--- config.mk ---
export PLATFORM = sky130hd
export DESIGN_NAME = fwd_hazard_unit
export DESIGN_NICKNAME = d
export VERILOG_FILES = /design/src/rtl/core_pkg.sv /design/src/rtl/fwd_select.sv /design/src/rtl/fwd_hazard_unit.sv
export SDC_FILE = /design/constraint.sdc
export NUM_CORES = 1
export LEC_CHECK = 0
export BUFFER_PORTS_ARGS = -buffer_cell sky130_fd_sc_hd__clkbuf_2
export CAP_MARGIN = 20
export CORE_ASPECT_RATIO = 0.6
export CORE_MARGIN = 2
export CORE_UTILIZATION = 32
export DETAILED_ROUTE_END_ITERATION = 16
export GPL_ROUTABILITY_DRIVEN = 0
export GPL_TIMING_DRIVEN = 0
export PLACE_DENSITY_LB_ADDON = 0.08
export SLEW_MARGIN = 20
export SYNTH_ARGS = -nofsm -noshare
export SYNTH_HDL_FRONTEND = slang
export SYNTH_HIERARCHICAL = 1
export SYNTH_SLANG_ARGS = --single-unit
--- constraint.sdc ---
create_clock -name clk -period 3.24 [get_ports clk]
set_input_delay 0.648 -clock clk [delete_from_list [all_inputs] [get_ports clk]]
set_output_delay 0.648 -clock clk [all_outputs]
set_load 0.02 [all_outputs]
--- src/rtl/core_pkg.sv ---
// Shared types for the exec-stage forwarding/hazard logic: select encoding,
// pipeline tag layout and the tag-match helper.
package core_pkg;

    localparam int RW    = 3;
    localparam int FWD_W = 2;

    typedef enum logic [FWD_W-1:0] {
        FWD_NONE = 2'd0,
        FWD_MEM  = 2'd1,
        FWD_WB   = 2'd2
    } fwd_sel_t;

    typedef struct packed {
        logic          valid;
        logic [RW-1:0] wreg;
        logic          regwrite;
        logic          memread;
    } tag_t;

    // EX additionally remembers which sources the instruction reads.
    typedef struct packed {
        tag_t          t;
        logic [RW-1:0] ra;
        logic [RW-1:0] rb;
        logic          use_ra;
        logic          use_rb;
    } ex_tag_t;

    function automatic logic tag_match(input tag_t t, input logic [RW-1:0] r);
        return t.valid & t.regwrite & (t.wreg == r);
    endfunction

endpackage

--- src/rtl/fwd_select.sv ---
// Per-source forwarding select: MEM producer wins over WB producer.
module fwd_select
    import core_pkg::*;
(
    input  tag_t          i_mem,
    input  tag_t          i_wb,
    input  logic [RW-1:0] i_src,
    input  logic          i_use,
    output fwd_sel_t      o_sel,
    output logic          o_mem_hit
);

    logic w_mem_hit;
    logic w_wb_hit;

    assign w_mem_hit = i_use & tag_match(i_mem, i_src);
    assign w_wb_hit  = i_use & tag_match(i_wb, i_src);
    assign o_mem_hit = w_mem_hit;

    always_comb begin
        o_sel = FWD_NONE;
        if (w_mem_hit)
            o_sel = FWD_MEM;
        else if (w_wb_hit)
            o_sel = FWD_WB;
    end

endmodule

--- src/rtl/fwd_hazard_unit.sv ---
// Tracks destination tags down ID->EX->MEM->WB and drives exec forwarding
// selects plus load-use stall and branch-flush bubble control.
module fwd_hazard_unit
    import core_pkg::*;
(
    input  logic             clk,
    input  logic             rst_n,
    input  logic             id_valid,
    input  logic [RW-1:0]    id_ra,
    input  logic [RW-1:0]    id_rb,
    input  logic             id_use_ra,
    input  logic             id_use_rb,
    input  logic [RW-1:0]    id_wreg,
    input  logic             id_regwrite,
    input  logic             id_memread,
    input  logic             ex_srcA_reg,
    input  logic             ex_srcB_reg,
    input  logic             ex_flush,
    output logic [FWD_W-1:0] fwdA,
    output logic [FWD_W-1:0] fwdB,
    output logic [FWD_W-1:0] fwd_ra,
    output logic [FWD_W-1:0] fwd_rb,
    output logic             stall,
    output logic             bubble
);

    ex_tag_t          r_ex;
    tag_t             r_mem;
    tag_t             r_wb;
    logic             r_live;

    logic             w_live;
    logic             w_flush;
    logic             w_lu;
    logic             w_bubble;
    logic             w_ex_vld;
    logic             w_hit_ra;
    logic             w_hit_rb;
    fwd_sel_t         w_sel_ra;
    fwd_sel_t         w_sel_rb;
    logic [FWD_W-1:0] w_ra;
    logic [FWD_W-1:0] w_rb;

    // Outputs stay quiet during reset and for the first cycle after release.
    assign w_live  = rst_n & r_live;
    assign w_flush = w_live & ex_flush;

    assign w_lu = w_live & id_valid & r_ex.t.valid & r_ex.t.memread & r_ex.t.regwrite &
                  ((id_use_ra & (r_ex.t.wreg == id_ra)) |
                   (id_use_rb & (r_ex.t.wreg == id_rb)));

    assign w_bubble = w_lu | w_flush;
    assign w_ex_vld = id_valid & ~w_bubble;

    fwd_select u_sel_ra (
        .i_mem     (r_mem),
        .i_wb      (r_wb),
        .i_src     (r_ex.ra),
        .i_use     (r_ex.use_ra),
        .o_sel     (w_sel_ra),
        .o_mem_hit (w_hit_ra)
    );

    fwd_select u_sel_rb (
        .i_mem     (r_mem),
        .i_wb      (r_wb),
        .i_src     (r_ex.rb),
        .i_use     (r_ex.use_rb),
        .o_sel     (w_sel_rb),
        .o_mem_hit (w_hit_rb)
    );

    assign w_ra   = {FWD_W{w_live}} & w_sel_ra;
    assign w_rb   = {FWD_W{w_live}} & w_sel_rb;
    assign fwd_ra = w_ra;
    assign fwd_rb = w_rb;
    assign fwdB   = ex_srcB_reg ? w_ra : FWD_W'(0);
    assign fwdA   = ex_srcA_reg ? w_rb : FWD_W'(0);
    assign stall  = w_lu & ~w_flush;
    assign bubble = w_bubble;

    // A bubble in EX reads nothing, so its use bits are cleared with valid.
    always_ff @(posedge clk or negedge rst_n) begin
        if (!rst_n) begin
            r_live <= 1'b0;
            r_ex   <= '0;
            r_mem  <= '0;
            r_wb   <= '0;
        end else begin
            r_live           <= 1'b1;
            r_ex.t.valid     <= w_ex_vld;
            r_ex.t.wreg      <= id_wreg;
            r_ex.t.regwrite  <= id_regwrite;
            r_ex.t.memread   <= id_memread;
            r_ex.ra          <= id_ra;
            r_ex.rb          <= id_rb;
            r_ex.use_ra      <= w_ex_vld & id_use_ra;
            r_ex.use_rb      <= w_ex_vld & id_use_rb;
            r_mem.valid      <= r_ex.t.valid & ~w_flush;
            r_mem.wreg       <= r_ex.t.wreg;
            r_mem.regwrite   <= r_ex.t.regwrite;
            r_mem.memread    <= r_ex.t.memread;
            r_wb             <= r_mem;
        end
    end

    a_no_load_mem_fwd: assert property (@(posedge clk) disable iff (!rst_n)
        !(r_mem.memread && (w_hit_ra || w_hit_rb)))
        else $error("load result selected from MEM stage");

endmodule

-- Word level (Yosys, flattened, before mapping)
Cells that the tools add are included.
W data, S select, Z words.
- register bits: 25
- word-level logic and storage cells: 57
- input port bits: 19
- equality and inequality tests: 6
- bitwise gates (word level): 30
- mux-type cells: 6
- operator list (cell ; number):
    $and A1 B1 Y1 ; 24
    $eq A3 B3 Y1 ; 6
    $mux W2 ; 6
    $and A2 B2 Y2 ; 2
    $not A1 Y1 ; 2
    $or A1 B1 Y1 ; 2

-- Longest topological paths before layout
- depth after elaboration: 10
- depth in mapped cells: 5

-- By module
Netlist, hierarchy kept.
- by module, submodules not included (module ; times used ; cells each ; area each (µm²)):
    fwd_hazard_unit ; 1 ; 56 ; 872.1
    fwd_select ; 2 ; 11 ; 96.3

-- Worst setup path before layout
Ideal clock, no wire load.
- path kind: register to output
- from: register r_mem[3] in the netlist's numbering
- to: output port fwdA[0]
- arrival time: 1.573 ns
- cell stages (with the launch flop): 6
- slack: 1.019 ns
- path buffers: 1
- data required time: 2.592 ns
- cells stage by stage: dfrtp_1 -> xor2_1 -> nor4_2 -> buf_4 -> and3_1 -> and2_1
- word-level cells in the longest chain between the ends: 6
- RTL lines (what ; RTL line ; RTL):
    start, declared ; fwd_hazard_unit.sv:28 ; tag_t r_mem;
    $eq A3 B3 Y1 ; core_pkg.sv:31 ; return t.valid & t.regwrite & (t.wreg == r);
    $and A1 B1 Y1 ; core_pkg.sv:31 ;
    $and A1 B1 Y1 ; fwd_select.sv:16 ; assign w_mem_hit = i_use & tag_match(i_mem, i_src);
    via w_hit_rb ; fwd_hazard_unit.sv:38 ; logic w_hit_rb;
    $mux W2 ; fwd_select.sv:22 ; if (w_mem_hit)
    via w_sel_rb[0] ; fwd_hazard_unit.sv:40 ; fwd_sel_t w_sel_rb;
    $and A2 B2 Y2 ; fwd_hazard_unit.sv:74 ; assign w_rb = {FWD_W{w_live}} & w_sel_rb;
    via fwd_rb[0] ; fwd_hazard_unit.sv:22 ; output logic [FWD_W-1:0] fwd_rb,
    $mux W2 ; fwd_hazard_unit.sv:78 ; assign fwdA = ex_srcA_reg ? w_rb : FWD_W'(0);
    end, declared ; fwd_hazard_unit.sv:19 ; output logic [FWD_W-1:0] fwdA,
The timed path passes the listed nets, and every way through them passes these cells.

-- Worst setup path in the final report
- from: input port rst_n
- to: output port stall
- word-level cells in the longest chain between the ends: 7
- elaborated cells on any way between the ends: 9
- RTL lines (what ; RTL line ; RTL):
    start, declared ; fwd_hazard_unit.sv:7 ; input logic rst_n,
    $and A1 B1 Y1 (*) ; fwd_hazard_unit.sv:45 ; assign w_live = rst_n & r_live;
    $and A1 B1 Y1 (5 in series) ; fwd_hazard_unit.sv:48 ; assign w_lu = w_live & id_valid & r_ex.t.valid & r_ex.t.memread & r_ex.t.regwrite &
    $and A1 B1 Y1 (*) ; fwd_hazard_unit.sv:79 ; assign stall = w_lu & ~w_flush;
    end, declared ; fwd_hazard_unit.sv:23 ; output logic stall,
Every way passes the cells marked *; elsewhere a longest branch is shown, timed or not.

==> impl_metrics.json <==
{
  "cts_buffer_depth": 2,
  "worst_pin_slew_ps": 672,
  "grt_overflow_total": 0,
  "detail_route.wl_per_cell_um": 12.2,
  "final_layout_size_suffix_gt1_share_pct": 38.0,
  "drt-initial-drc-count": 17,
  "htreeDepth": 1,
  "end_kind": "primary output",
  "drt_first_pass_iters": 4,
  "skew_ps": 1.74,
  "layout_common_cells": "clkbuf_2, dfrtp_1, xor2_1, xnor2_1, and2_1",
  "rows": 15,
  "diodes": 0,
  "final_util_pct": 42.5,
  "dieArea_um2": 3650,
  "ctsResizeCount": 0,
  "rsz0062_at_grt": "no",
  "num_vias": 639,
  "detailed_place_hpwl_um": 1460,
  "ant_nets": 0,
  "synthToLayoutAreaGrowth_pct": 23.6,
  "placed_cells": 146,
  "crit_required_ps": 2590,
  "coreArea_um2": 2950,
  "min_period_ps": 2900,
  "die_h_um": 47.6,
  "final_common_cell": "clkbuf_2",
  "ys.warnings.count": 6,
  "fin_nets": 128,
  "grt_pass1_vias": 638,
  "drv_slew": 0,
  "maxSlewHeadroom_pct": 55.2,
  "max_freq_ghz": 0.345,
  "final_cells": 150,
  "powerDensity_nw_per_um2": 452,
  "hold_viol": 0,
  "avgSynthCellArea_um2": 13.4,
  "crit_type": "in -> out",
  "path_max_fanout": 30,
  "grt_pass1_wl_um": 3020,
  "ios": 29,
  "critPathLaunchType": "primary input",
  "die_x_um": 76.7,
  "syn_inst": 76,
  "finalSetupTns_ps": 0,
  "antenna_found_initial": 0,
  "maxCapViolCount": 0,
  "drt-total-wl_um": 1830,
  "period_share_pct": 89.5,
  "ir_drop_mv": 0.283,
  "min_path_type": "reg -> reg",
  "clkTransAtPathRegs_ps": 80,
  "status": "finished clean",
  "leakage_uw": 0.000589,
  "syn-cell-area_um2": 1010,
  "io_buffer_count": 28,
  "clk_latency_ps": 260,
  "cts.sinks": 25,
  "post-cts-setup-buffers": 0,
  "postCtsHoldBufs": 0,
  "cts-root-buf": "clkbuf_8",
  "setup_viol": 0,
  "post-route-drc-count": 0,
  "cts_buffers": 3,
  "viasPerCell": 4.26,
  "grt_max_degree": 31,
  "grt_util_all_layers_pct": 11.4,
  "start_util_pct": 34.4,
  "syn-num-nets": 95,
  "critPathArrivalTime_ps": 2250,
  "cts_tree": "yes"
}
## critical path, stage by stage
cell and delay, ps:
clkbuf_2 520, and2_1 290, nand3_1 120, a211oi_2 310
and2b_2 200, clkbuf_2 150
## power breakdown
part / internal, uW / total (uW) / switching (uW)
registers: 328 / 342 / 13.8
logic: 23.6 / 50.1 / 26.5
clock network: 85.7 / 175 / 88.9
## metal layers
layer | track usage (%) | part of all wire [%]
met5 | 0 | 0
met4 | 3.27 | 0.60
met2 | 18.6 | 43
met3 | 3.77 | 5.5
met1 | 15.1 | 51
## final timing paths
check                      slack, ps  endpoint      from  cells past startpoint
min in group asynchronous        410  r_mem[4]     rst_n                      1
min                              400   r_wb[1]  r_mem[1]                      0
max                              340     stall     rst_n                      6
max in group asynchronous       2400   r_wb[1]     rst_n                      1
min reg2reg                      400   r_wb[1]  r_mem[1]                      0
max reg2reg                     1860   r_ex[1]  r_ex[12]                      4
## flip-flops by register name, summed over array words and instances, names as in the netlist
register and cells:
r_ex 14, r_live 1, r_mem 5, r_wb 5
## per-stage QoR
stage | worst slack (ps) | hold slack, ps | cell area (um2) | total power, uW
after floorplan | 1020 | 352 | 1010 | 372
after global placement | 340 | 386 | 1210 | 399
after detailed placement | 298 | 385 | 1210 | 400
after CTS | 296 | 405 | 1250 | 580
after global routing | 156 | 416 | 1250 | 600
final | 340 | 404 | 1250 | 567
## area by class of cell
type	instances	area [um2]
clock buffers	3	41.3
plain buffers	2	15.0
flip-flops and latches	25	626
repair buffers	28	140
well taps	42	52.6
fillers	288	1690
multi-input cells	49	374
clock inverters	1	5.00
Power figures use the tool's default switching activity.
